File: src/rtl/bcd_digit_scanner.sv
// Scans a packed BCD frame one digit per beat, most significant first, and
// maps each digit onto a bank select / in-bank address pair for a segment store.
//
//  state | meaning
//  IDLE  | waiting for start; last frame_err held
//  LOAD  | frame captured; first beat being prepared
//  EMIT  | beat presented on out_valid, held until accepted
//  DONE  | one-cycle completion pulse
module bcd_digit_scanner #(
    parameter int NUM_DIGITS = 6,
    parameter int ADDR_W     = 2,
    parameter int SEL_W      = 4,
    parameter int SEL_BASE   = 4,
    localparam int IDX_W     = (NUM_DIGITS > 1) ? $clog2(NUM_DIGITS) : 1
) (
    input  logic                    clk,
    input  logic                    reset,
    input  logic                    enable,
    input  logic                    start,
    input  logic [4*NUM_DIGITS-1:0] bcd_vec,
    input  logic                    blank_lz,
    input  logic                    out_ready,
    output logic                    out_valid,
    output logic [IDX_W-1:0]        digit_idx,
    output logic [ADDR_W-1:0]       address_out,
    output logic [SEL_W-1:0]        sel_address_out,
    output logic                    digit_err,
    output logic                    frame_err,
    output logic                    busy,
    output logic                    done
);

    typedef enum logic [1:0] {IDLE, LOAD, EMIT, DONE} state_t;

    state_t                  state_q, state_d;
    logic [4*NUM_DIGITS-1:0] vec_q;
    logic                    blank_q;
    logic                    lz_q;

    logic [3:0]              digits [NUM_DIGITS];
    logic [IDX_W-1:0]        beat_idx;
    logic                    beat_lz;
    logic [3:0]              beat_digit;
    logic                    beat_err;
    logic                    beat_blank;
    logic [ADDR_W-1:0]       beat_addr;
    logic [SEL_W-1:0]        beat_sel;
    logic                    handshake;
    logic                    load_beat;

    assign out_valid = (state_q == EMIT);
    assign busy      = (state_q == LOAD) || (state_q == EMIT);
    assign done      = (state_q == DONE);
    assign handshake = out_valid && out_ready;
    assign load_beat = enable && ((state_q == LOAD) || (handshake && (digit_idx != '0)));

    always_comb begin
        for (int i = 0; i < NUM_DIGITS; i++) begin
            digits[i] = vec_q[4*i +: 4];
        end
    end

    // The beat registered at the next edge: the first digit from LOAD, else the next lower one.
    always_comb begin
        beat_idx   = (state_q == LOAD) ? IDX_W'(NUM_DIGITS - 1) : digit_idx - IDX_W'(1);
        beat_lz    = (state_q == LOAD) ? blank_q : lz_q;
        beat_digit = digits[beat_idx];
        beat_err   = (beat_digit > 4'd9);
        beat_blank = beat_lz && (beat_digit == 4'd0) && (beat_idx != '0);
        beat_addr  = '0;
        beat_sel   = '0;
        if (!beat_err && !beat_blank) begin
            beat_addr = ADDR_W'(beat_digit);
            beat_sel  = SEL_W'(SEL_BASE) + SEL_W'(beat_digit >> ADDR_W);
        end
    end

    always_comb begin
        state_d = state_q;
        case (state_q)
            IDLE: if (start) state_d = LOAD;
            LOAD: state_d = EMIT;
            EMIT: if (handshake && (digit_idx == '0)) state_d = DONE;
            DONE: state_d = IDLE;
            default: state_d = IDLE;
        endcase
        if (!enable) state_d = IDLE;
    end

    always_ff @(posedge clk or posedge reset) begin
        if (reset) begin
            state_q <= IDLE;
        end else begin
            state_q <= state_d;
        end
    end

    always_ff @(posedge clk or posedge reset) begin
        if (reset) begin
            vec_q           <= '0;
            blank_q         <= 1'b0;
            lz_q            <= 1'b0;
            digit_idx       <= '0;
            address_out     <= '0;
            sel_address_out <= '0;
            digit_err       <= 1'b0;
            frame_err       <= 1'b0;
        end else begin
            if ((state_q == IDLE) && start && enable) begin
                vec_q     <= bcd_vec;
                blank_q   <= blank_lz;
                frame_err <= 1'b0;
            end
            if (load_beat) begin
                digit_idx       <= beat_idx;
                address_out     <= beat_addr;
                sel_address_out <= beat_sel;
                digit_err       <= beat_err;
                lz_q            <= beat_blank;
                if (beat_err) frame_err <= 1'b1;
            end
        end
    end

endmodule

File: config.mk
export PLATFORM = sky130hd
export DESIGN_NAME = bcd_digit_scanner
export DESIGN_NICKNAME = d
export VERILOG_FILES = /design/src/rtl/bcd_digit_scanner.sv
export SDC_FILE = /design/constraint.sdc
export NUM_CORES = 1
export LEC_CHECK = 0
export CAP_MARGIN = 20
export CORE_MARGIN = 4
export CORE_UTILIZATION = 47
export CTS_BUF_LIST = sky130_fd_sc_hd__clkbuf_16
export DETAILED_ROUTE_END_ITERATION = 12
export PLACE_DENSITY_LB_ADDON = 0.05
export REMOVE_ABC_BUFFERS = 1
export SETUP_SLACK_MARGIN = 0.5
export SKIP_CTS_REPAIR_TIMING = 1
export SLEW_MARGIN = 10
export SYNTH_ARGS = -nofsm -noshare
export SYNTH_HDL_FRONTEND = slang
export SYNTH_SLANG_ARGS = --single-unit
File: constraint.sdc
create_clock -name clk -period 2.4 [get_ports clk]
set_clock_uncertainty 0.05 [all_clocks]
set_input_delay 0.36 -clock clk [delete_from_list [all_inputs] [get_ports clk]]
set_output_delay 0.36 -clock clk [all_outputs]
set_load 0.05 [all_outputs]
==> results by group, run 1 <==
Clock tree
  • Clock sink count: 38
  • CTS tree: yes
  • Root Driver: clkbuf_16
  • Clock Latency Late Sink: 0.28 ns
  • Clock tree buffer depth: 2
  • H-tree depth: 2
  • Clock slew at reported path FFs: 0.05 ns
  • CTS Buf Count: 5

Timing
  • Max-slew violation count: 0
  • Final setup margin: 0.393 ns
  • Final min period: 2.01 ns
  • Top achievable clock speed: 498 MHz
  • Fin. Hold Viols: 0
  • Worst hold slack: 0.425 ns
  • Crit share post-route: 0.836
  • Least-Margin Pin Slew: 0.693 ns
  • Final TNS setup: 0 ns
  • Max_slew headroom: 0.538
  • Final setup viols: 0
  • RSZ-0062 raised after global routing: true

Worst setup path
  • Reg-to-Reg End: sel_address_out[2]
  • Worst path slowest cell: mux4_2
  • Critical Path Most Common Cell: nor3_1
  • Crit-path leading delay family: simple AND/OR/NAND/NOR gates
  • Worst path max stage delay: 0.54 ns
  • WP data arrival: ~2.1 ns
  • Flop2flop setup slack: 0.39 ns
  • Startpoint Class: flop
  • Number of cells on the worst reg-to-reg path: 7
  • Worst-path cell chain: inv_2, ha_4, mux4_2, nor3_1, nor2_1, nor4_2, nor3_1
  • WP buf/inv: 1
  • WS Path Type: reg2reg
  • Worst R2R Start: digit_idx[0]
  • CP max FO: 7
  • CP endpoint kind: flop
  • Critical Path RT: 2.50 ns

Floorplan
  • Die area: 5120 um2
  • Die width: 71.6 um
  • Starting Density: 0.503
  • I/O pins: 44
  • Row cnt: 22
  • Core Area: between 3000 and 4000 um2
  • Die Ht: slightly above 70 um

Route
  • Drc violations: 0
  • Initial DRC Count: 74
  • Routed Antenna Nets: 0
  • Vias per inst: 5.10
  • Total Wirelength: 3650 um
  • 1st-pass router iterations: 4
  • WL/cell: 14.6 um
  • Via count: 1279

Global route
  • Total grt overflow: 0
  • Pin count of the biggest net entering global routing: 39
  • Initial antenna violation count: 0
  • Total Routing Usage GR: 0.155
  • First-pass GRT wire length: 6140 um
  • Vias in the first global route: 1313

Yosys
  • Synth Register Bits: 38
  • Syn avg cell area: 12.4 um2
  • Netlist cell types: 36
  • Async S/R FF share, synth: 1.00
  • Top cells by area in the synthesized netlist: dfrtp_1 (50%), mux2_2 (15%), ha_1 (4.0%)
  • Post-synth top flop: dfrtp_1
  • Post-Synthesis Cells: 153
  • Register area share after synthesis: 0.501
  • Post-Syn Area: roughly 1900 um2
  • Number of synthesized flops with an enable pin: 0
  • Top cell type's share of synthesized area: 0.501
  • Yosys Warn Count: 0
  • Yosys top cell by area: dfrtp_1

Finish
  • Layout Nets: 238
  • Post-route cell area: 2550 um2
  • Share of cells above drive strength 1: 0.266
  • Fillers: 267
  • Area Growth Syn to Fin: 34.5%
  • Ant. Diodes: 0

Power
  • Tot Pwr: 0.00371 W
  • Peak VDD IR: 0.625 mV
  • PwrDens: 1450 nW/um2
  • Leakage: 1.17 nW

Hold path
  • Hold path start: lz_q
  • Hold WC Path Type: reg2reg
  • Hold Path Stages: 1
  • Min-Delay Endpoint: lz_q

Place
  • Setup WS pre-CTS: 0.165 ns
  • DP HPWL: 2680 um
  • Port-buffer cells: 42
  • GPL Wtd Cong: 0.810
  • Placement Cell Area: ~2400 um2

Job
  • Maxcap violations: 0

Outcome
  • Outcome: completed
-- cells in the final DEF (no fill, tap or decap), drive strengths merged --
cell and instances:
xnor2 2, o31ai 3, nor3b 1, nor2b 4, dfrtp 38, conb 1
a311oi 1, nand2b 2, or2b 1, a21o 3, nor2 10, dlymetal6s2s 6
o21ai 3, mux4 4, clkdlybuf4s50 34, clkinv 3, o221ai 1, o22a 1
mux2i 4, and2 2, o32a 1, ha 6, mux2 26, nand3b 1
nand2 8, o2bb2ai 2, inv 7, nand3 1, clkbuf 7, nor4 1
a21oi 8, nor3 3, xor2 1, buf 7
-- how the worst max path moves through the flow --
| stage | startpoint | depth (start not counted) | endpoint | slack, ns |
|---|---|---|---|---|
| after floorplan | digit_idx[0] | 6 | frame_err | -0.19 |
| after global placement | digit_idx[0] | 6 | digit_err | 0.23 |
| after detailed placement | digit_idx[0] | 6 | frame_err | 0.16 |
| after CTS | state_q[0] | 3 | busy | 0.13 |
| after global routing | digit_idx[0] | 7 | frame_err | 0.32 |
| final | digit_idx[0] | 7 | sel_address_out[2] | 0.39 |
-- layout make-up --
cell class | instances | area (um2) | share of cell area
multi-input combinational | 101 | 901 | 0.353
clock inverter | 3 | 11.3 | 0.00441
inverter | 7 | 26.3 | 0.0103
clock buffer | 5 | 125 | 0.0490
sequential | 38 | 951 | 0.373
tap | 48 | 60.1 | 0.0235
timing repair buffer | 49 | 478 | 0.187
-- flip-flops by register name, indices dropped and copies added (netlist names) --
| name | cells |
|---|---|
| vec_q | 24 |
| digit_idx | 3 |
| sel_address_out | 3 |
| address_out | 2 |
| state_q | 2 |
| blank_q | 1 |
| digit_err | 1 |
| frame_err | 1 |
| lz_q | 1 |
-- Yosys cell counts, types with 2 or more instances --
cell type  count
a21oi_1        7
dfrtp_1       38
a21o_1         3
nor3_1         3
nand2b_1       2
buf_6          2
mux2_2        25
ha_1           6
o21ai_1        2
nand2_1        8
o31ai_1        3
nor2_1        10
o2bb2ai_1      2
inv_1          7
nor2b_1        4
and2_1         2
clkbuf_1       4
xnor2_1        2
mux2i_1        4
mux4_2         3
-- report_power, final --
group	leakage [nW]	switching [W]	internal, W
Clock	0.0663	0.000239	0.000373
Combinational	0.650	0.00105	0.000925
Sequential	0.459	0.000178	0.000944
Total	1.17	0.00147	0.00224
-- per-stage QoR --
step                utilization  instances
global route              0.677        251
finish                    0.677        251
detailed placement        0.629        241
CTS                       0.665        249
global placement          0.629        241
floorplan                     -        146
-- logic make-up (layout without fill, tap and decap cells) --
kind of cell,after synthesis,after routing,synth area share
DFF,38,38,0.501
adders and majority gates,6,6,0.0396
xor gates and xnor gates,3,3,0.0138
other,1,1,0.00198
AOI/OAI and AO/OA,23,23,0.0857
muxes,34,34,0.227
buffers and inverters,14,64,0.0376
and+or+nand+nor,34,34,0.0936
-- layer usage --
metal | share of wire | track usage | up-vias
met3 | 0.053 | 0.0435 | 4
met5 | 0 | 0 | -
met2 | 0.49 | 0.258 | 31
met1 | 0.45 | 0.192 | 605
li1 | - | - | 639
met4 | 0.0090 | 0.0564 | 0
-- worst register-to-register path: stages, from the launching register on --
cell and delay (ns):
dfrtp_1 0.36, inv_2 0.07, ha_4 0.32, mux4_2 0.54, nor3_1 0.20, nor2_1 0.07
nor4_2 0.20, nor3_1 0.08
(Power assumes the default switching activity.)
==> run 2: changes to the inputs <==
--- a/config.mk
+++ b/config.mk
@@ -7,7 +7,7 @@
 export LEC_CHECK = 0
 export CAP_MARGIN = 20
 export CORE_MARGIN = 4
-export CORE_UTILIZATION = 47
+export CORE_UTILIZATION = 45
 export CTS_BUF_LIST = sky130_fd_sc_hd__clkbuf_16
 export DETAILED_ROUTE_END_ITERATION = 12
 export PLACE_DENSITY_LB_ADDON = 0.05
==> constraint.sdc (replaced) <==
create_clock -name clk -period 1.7 [get_ports clk]
set_clock_uncertainty 0.05 [all_clocks]
set_input_delay 0.255 -clock clk [delete_from_list [all_inputs] [get_ports clk]]
set_output_delay 0.255 -clock clk [all_outputs]
set_load 0.05 [all_outputs]
==> run 2 against run 1 <==
  * The run now ends with negative setup slack left
  * Core utilization rose by 6.2 points
  * Maximum frequency fell by 1.1%
  * Worst hold slack got worse by 0.14 ns
  * Count of clock-buffer cells in the layout did not move
  * Global-route usage rose by 2.6 points
  * Critical path depth did not move
  * Final area rose by 17%
  * Clock power rose by 45%
  * First-iteration DRC count fell by 8.1%
  * Sequential share of layout area fell by 5.3 points
  * Combinational power rose by 110%
  * Cell count rose by 10%
==> results by group, run 2 (synthesis results as in run 1) <==
Outcome
  • Outcome: finished with violations (was completed)
  • Violated checks: negative setup slack

Finish
  • Most frequent cells in the layout: dfrtp_1 (37), clkdlybuf4s50_1 (29), buf_4 (27), mux2_2 (25) (was dfrtp_1 (38), clkdlybuf4s50_1 (34), mux2_2 (25), nor2_1 (10), nand2_1 (8))
  • Biggest register: vec_q (unchanged)
  • Layout Nets: 261 (was 238)
  • Ant. Diodes: 0 (unchanged)
  • Area Growth Syn to Fin: 56.9% (was 34.5%)
  • Max reg flops: 24 (unchanged)
  • Util after Layout: 0.739 (was 0.677)
  • Share of cells above drive strength 1: 0.473 (was 0.266)
  • Largest registers: vec_q: 24 flops, digit_idx: 3 flops, sel_address_out: 3 flops (unchanged)
  • Commonest non-fill, non-tap cell in the layout: dfrtp_1 (unchanged)

Global route
  • Total Routing Usage GR: 0.181 (was 0.155)
  • Vias in the first global route: 1475 (was 1313)
  • Initial antenna violation count: 0 (unchanged)
  • First-pass GRT wire length: 7150 um (was 6140 um)
  • Total grt overflow: 0 (unchanged)
  • Pin count of the biggest net entering global routing: 39 (unchanged)

Floorplan
  • Die area: 5320 um2 (was 5120 um2)
  • Die width: 72.9 um (was 71.6 um)
  • I/O pins: 44 (unchanged)
  • Die Ht: 72.9 um (was 71.6 um)
  • Core Area: 4030 um2 (was 3770 um2)
  • Starting Density: 0.471 (was 0.503)
  • Row cnt: 23 (was 22)

Route
  • WL/cell: 17.4 um (was 14.6 um)
  • Drc violations: 0 (unchanged)
  • Routed Antenna Nets: 0 (unchanged)
  • Initial DRC Count: 68 (was 74)
  • Vias per inst: 5.32 (was 5.10)
  • Via count: 1469 (was 1279)
  • 1st-pass router iterations: 4 (unchanged)
  • Total Wirelength: 4800 um (was 3650 um)

Worst setup path
  • CP max FO: 4 (was 7)
  • CP endpoint kind: flop (unchanged)
  • Critical Path RT: 1.83 ns (was 2.50 ns)
  • Number of cells on the worst reg-to-reg path: 7 (unchanged)
  • WP data arrival: 2.16 ns (was 2.11 ns)
  • WS Path Type: reg2reg (unchanged)
  • Worst R2R Start: digit_idx[1] (was digit_idx[0])
  • CP endpoint: digit_err (was sel_address_out[2])
  • Startpoint Class: flop (unchanged)
  • Flop2flop setup slack: -0.33 ns (was 0.39 ns)
  • Reg-to-Reg End: digit_err (was sel_address_out[2])
  • CP startpoint: digit_idx[1] (was digit_idx[0])

Clock tree
  • Clock tree buffer depth: 2 (unchanged)
  • Root Driver: clkbuf_16 (unchanged)
  • CTS Buf Count: 5 (unchanged)
  • Clock sink count: 38 (unchanged)
  • Clock Latency Late Sink: 0.29 ns (was 0.28 ns)
  • H-tree depth: 2 (unchanged)
  • CTS tree: yes (unchanged)
  • Clock slew at reported path FFs: 0.06 ns (was 0.05 ns)

Timing
  • RSZ-0062 raised after global routing: true (unchanged)
  • Max-slew violation count: 0 (unchanged)
  • Final min period: 2.03 ns (was 2.01 ns)
  • Top achievable clock speed: 493 MHz (was 498 MHz)
  • Final setup margin: -0.329 ns (was 0.393 ns)
  • Worst hold slack: 0.289 ns (was 0.425 ns)
  • Fin. Hold Viols: 0 (unchanged)
  • Crit share post-route: 1.19 (was 0.836)
  • Final setup viols: 11 (was 0)

Job
  • Maxcap violations: 0 (unchanged)

Hold path
  • Hold WC Path Type: in2async (was reg2reg)

Place
  • Port-buffer cells: 42 (unchanged)
  • GPL Wtd Cong: 0.792 (was 0.810)
  • DP HPWL: 3240 um (was 2680 um)

Power
  • PwrDens: 2230 nW/um2 (was 1450 nW/um2)
  • Peak VDD IR: 1.20 mV (was 0.625 mV)
  • Leakage: 1.30 nW (was 1.17 nW)
run 2: cell types whose count changed in the layout (fill, tap and decap cells not counted), sizes merged:
cell	previous run	this run
buf	7	43
clkbuf	7	5
clkdlybuf4s50	34	29
clkinv	3	2
dlymetal6s2s	6	0
inv	7	8
run 2: layout make-up:
type                    count  area (um2)
inverters                   7        28.8
flip-flops and latches     38         952
fillers                   268        1050
multi-input cells         101        1050
repair buffers             72         742
clock buffers               5         125
well taps                  50        62.6
clock inverters             3        12.5
run 2: critical path, stage by stage, from the launching register on:
cell and delay [ns]:
dfrtp_1 0.37, inv_2 0.07, ha_4 0.30, mux4_2 0.54, nor2_1 0.15, o22a_2 0.21, nor3b_4 0.06, a21o_1 0.17
run 2: worst min-delay path by stage:
stage / from / endpoint / slack (ns) / cells past startpoint
after global placement: lz_q / lz_q / 0.42 / 1
after global routing: reset / digit_idx[1] / 0.33 / 3
after detailed placement: frame_err / frame_err / 0.43 / 1
final: reset / digit_idx[1] / 0.29 / 3
after CTS: reset / digit_idx[1] / 0.30 / 3
after floorplan: enable / state_q[0] / 0.33 / 1
run 2: per-stage QoR:
step | cell area (um2) | cells | power, W | setup slack [ns] | TNS, ns
2_1_floorplan | 1850 | 146 | 0.00359 | -0.887 | -12.65
3_3_place_gp | 2560 | 260 | 0.00472 | -0.338 | -2.25
3_5_place_dp | 2560 | 260 | 0.00483 | -0.443 | -3.31
4_1_cts | 2690 | 268 | 0.00575 | -0.471 | -3.75
5_1_grt | 2980 | 276 | 0.00702 | -0.404 | -3.22
6_report | 2980 | 276 | 0.00665 | -0.329 | -2.24
run 2: layer usage:
metal | up-vias | part of all wire | global-route usage
li1 | 680 | - | -
met1 | 727 | 0.37 | 0.211
met2 | 55 | 0.55 | 0.319
met3 | 7 | 0.063 | 0.0510
met4 | 0 | 0.017 | 0.0594
met5 | - | 0 | 0
run 2: power by group:
part           internal (W)  switching [W]
Sequential          0.00134       0.000270
Clock              0.000530       0.000359
Combinational       0.00210        0.00205
==> run 3: changes to the inputs <==
--- a/config.mk
+++ b/config.mk
@@ -6,9 +6,11 @@
 export NUM_CORES = 1
 export LEC_CHECK = 0
 export CAP_MARGIN = 20
+export CORE_ASPECT_RATIO = 0.8
 export CORE_MARGIN = 4
-export CORE_UTILIZATION = 45
+export CORE_UTILIZATION = 47
 export CTS_BUF_LIST = sky130_fd_sc_hd__clkbuf_16
+export CTS_CLUSTER_DIAMETER = 100
 export DETAILED_ROUTE_END_ITERATION = 12
 export PLACE_DENSITY_LB_ADDON = 0.05
 export REMOVE_ABC_BUFFERS = 1
==> constraint.sdc (replaced) <==
create_clock -name clk -period 2.3 [get_ports clk]
set_clock_uncertainty 0.05 [all_clocks]
set_input_delay 0.345 -clock clk [delete_from_list [all_inputs] [get_ports clk]]
set_output_delay 0.345 -clock clk [all_outputs]
set_load 0.05 [all_outputs]
==> run 3 against run 2 <==
  * The run now ends clean
  * Combinational power is 43% lower
  * Final area decreased by 9.7%
  * Sequential power shrank 26%
  * Highest routed layer unchanged
  * Routed wire length is 15% lower
  * Total power shrank 36%
  * Non-clock buffer count down 17
  * Via count down 7.4%
==> results by group, run 3 (synthesis results as in run 1) <==
Worst setup path
  • Critical Path RT: 2.42 ns (was 1.83 ns)
  • Worst-path cell chain: inv_2, ha_4, mux4_2, buf_4, o2bb2ai_4, nor3b_4, a21o_1 (was inv_2, ha_4, mux4_2, nor2_1, o22a_2, nor3b_4, a21o_1)
  • WP data arrival: 2.22 ns (was 2.16 ns)
  • Worst path slowest cell: mux4_2 (unchanged)
  • Worst path max stage delay: 0.53 ns (was 0.54 ns)
  • CP endpoint kind: flop (unchanged)
  • Flop2flop setup slack: 0.20 ns (was -0.33 ns)
  • Startpoint Class: flop (unchanged)
  • CP max FO: 5 (was 4)
  • WS Path Type: reg2reg (unchanged)

Place
  • GPL Wtd Cong: 0.844 (was 0.792)
  • DP HPWL: 2780 um (was 3240 um)
  • Port-buffer cells: 42 (unchanged)

Timing
  • Final TNS setup: 0 ns (was -2.24 ns)
  • Top achievable clock speed: 477 MHz (was 493 MHz)
  • Final setup viols: 0 (was 11)
  • Max-slew violation count: 0 (unchanged)
  • Least-Margin Pin Slew: 0.515 ns
  • Crit share post-route: 0.911 (was 1.19)
  • Max_slew headroom: 0.656
  • Final min period: 2.10 ns (was 2.03 ns)
  • Fin. Hold Viols: 0 (unchanged)
  • RSZ-0062 raised after global routing: true (unchanged)

Finish
  • Ant. Diodes: 0 (unchanged)
  • Share of cells above drive strength 1: 0.340 (was 0.473)
  • Layout Nets: 244 (was 261)
  • Area Growth Syn to Fin: 41.7% (was 56.9%)
  • Commonest non-fill, non-tap cell in the layout: dfrtp_1 (unchanged)
  • Largest registers: vec_q: 24 flops, digit_idx: 3 flops, sel_address_out: 3 flops (unchanged)
  • Most frequent cells in the layout: dfrtp_1 (38), clkdlybuf4s50_1 (29), mux2_2 (25), buf_4 (14), dlymetal6s2s_1 (11) (was dfrtp_1 (37), clkdlybuf4s50_1 (29), buf_4 (27), mux2_2 (25))
  • Max reg flops: 24 (unchanged)
  • Biggest register: vec_q (unchanged)

Power
  • Leakage: 1.29 nW (was 1.30 nW)
  • Tot Pwr: 0.00423 W (was 0.00665 W)
  • Peak VDD IR: 0.727 mV (was 1.20 mV)
  • PwrDens: 1570 nW/um2 (was 2230 nW/um2)

Route
  • Routed Antenna Nets: 0 (unchanged)
  • Total Wirelength: 4080 um (was 4800 um)
  • 1st-pass router iterations: 4 (unchanged)
  • WL/cell: 15.4 um (was 17.4 um)
  • Via count: 1360 (was 1469)
  • Drc violations: 0 (unchanged)
  • Initial DRC Count: 54 (was 68)
  • Vias per inst: 5.15 (was 5.32)

Clock tree
  • Root Driver: clkbuf_16 (unchanged)
  • Clock tree buffer depth: 2 (unchanged)
  • H-tree depth: 2 (unchanged)
  • Clock sink count: 38 (unchanged)
  • CTS tree: yes (unchanged)
  • Clock Latency Late Sink: 0.28 ns (was 0.29 ns)
  • CTS Buf Count: 5 (unchanged)
  • Clock slew at reported path FFs: 0.05 ns (was 0.06 ns)

Floorplan
  • Die width: 79.1 um (was 72.9 um)
  • Starting Density: 0.493 (was 0.471)
  • Core Area: 3850 um2 (was 4030 um2)
  • Die Ht: 64.8 um (was 72.9 um)
  • Die area: 5130 um2 (was 5320 um2)
  • I/O pins: 44 (unchanged)
  • Row cnt: 20 (was 23)

Outcome
  • Outcome: completed (was finished with violations)

Global route
  • Vias in the first global route: 1319 (was 1475)
  • Pin count of the biggest net entering global routing: 39 (unchanged)
  • Total Routing Usage GR: 0.167 (was 0.181)
  • Total grt overflow: 0 (unchanged)
  • Initial antenna violation count: 0 (unchanged)
  • First-pass GRT wire length: 6580 um (was 7150 um)

Hold path
  • Hold WC Path Type: in2async (unchanged)

Job
  • Maxcap violations: 0 (unchanged)
## run 3: cell count changes in the layout (fill, tap and decap cells not counted), moves of 2 or more
cell,delta
dlymetal6s2s_1,+11
buf_12,-7
buf_8,-2
buf_6,-7
ha_4,-4
a21oi_4,-2
ha_1,+4
a21oi_2,+2
buf_4,-13
## run 3: final cells by class
cell class                 count  area, um2
clock inverter                 3       12.5
timing repair buffer          55        538
clock buffer                   5        125
inverter                       7       26.3
sequential                    38        951
multi-input combinational    101        967
fill                         295       1160
tap                           55       68.8
## run 3: where the power goes
group          switching, W  total [W]  internal, W
Clock              0.000258   0.000650     0.000392
Combinational       0.00127    0.00239      0.00112
Sequential         0.000201    0.00119     0.000985
## run 3: path summary, 6_finish.rpt
path / from / endpoint / cells past startpoint
min: reset / vec_q[13] / 3
min in group clk: frame_err / frame_err / 1
min reg2reg: frame_err / frame_err / 1
max: digit_idx[1] / digit_err / 7
max in group asynchronous: reset / digit_idx[2] / 3
max reg2reg: digit_idx[1] / digit_err / 7
## run 3: metal layers
metal / global-route usage / vias up / wire length, um
met5: 0 / - / 0
met4: 0.0815 / 0 / 106
met3: 0.0458 / 10 / 236
met2: 0.250 / 46 / 1880
met1: 0.224 / 657 / 1860
li1: - / 647 / -
## run 3: through the flow
step,instances,util,setup WS (ns),area [um2],hold WS [ns]
2_1_floorplan,146,-,-0.287,1850,0.400
6_report,264,0.698,0.204,2690,0.422
3_3_place_gp,248,0.617,0.185,2380,0.413
3_5_place_dp,248,0.617,0.108,2380,0.422
5_1_grt,264,0.698,0.0989,2690,0.457
4_1_cts,256,0.653,0.0730,2510,0.435
## run 3: worst max-delay path: cells and delay by family, from the launching register on
kind	cells	cell delay, ns
multiplexers	1	0.53
flip-flops	1	0.38
AO/OA/AOI/OAI	2	0.31
adder cells (fa/ha/maj)	1	0.30
buffers and inverters	2	0.23
AND/OR/NAND/NOR	1	0.18
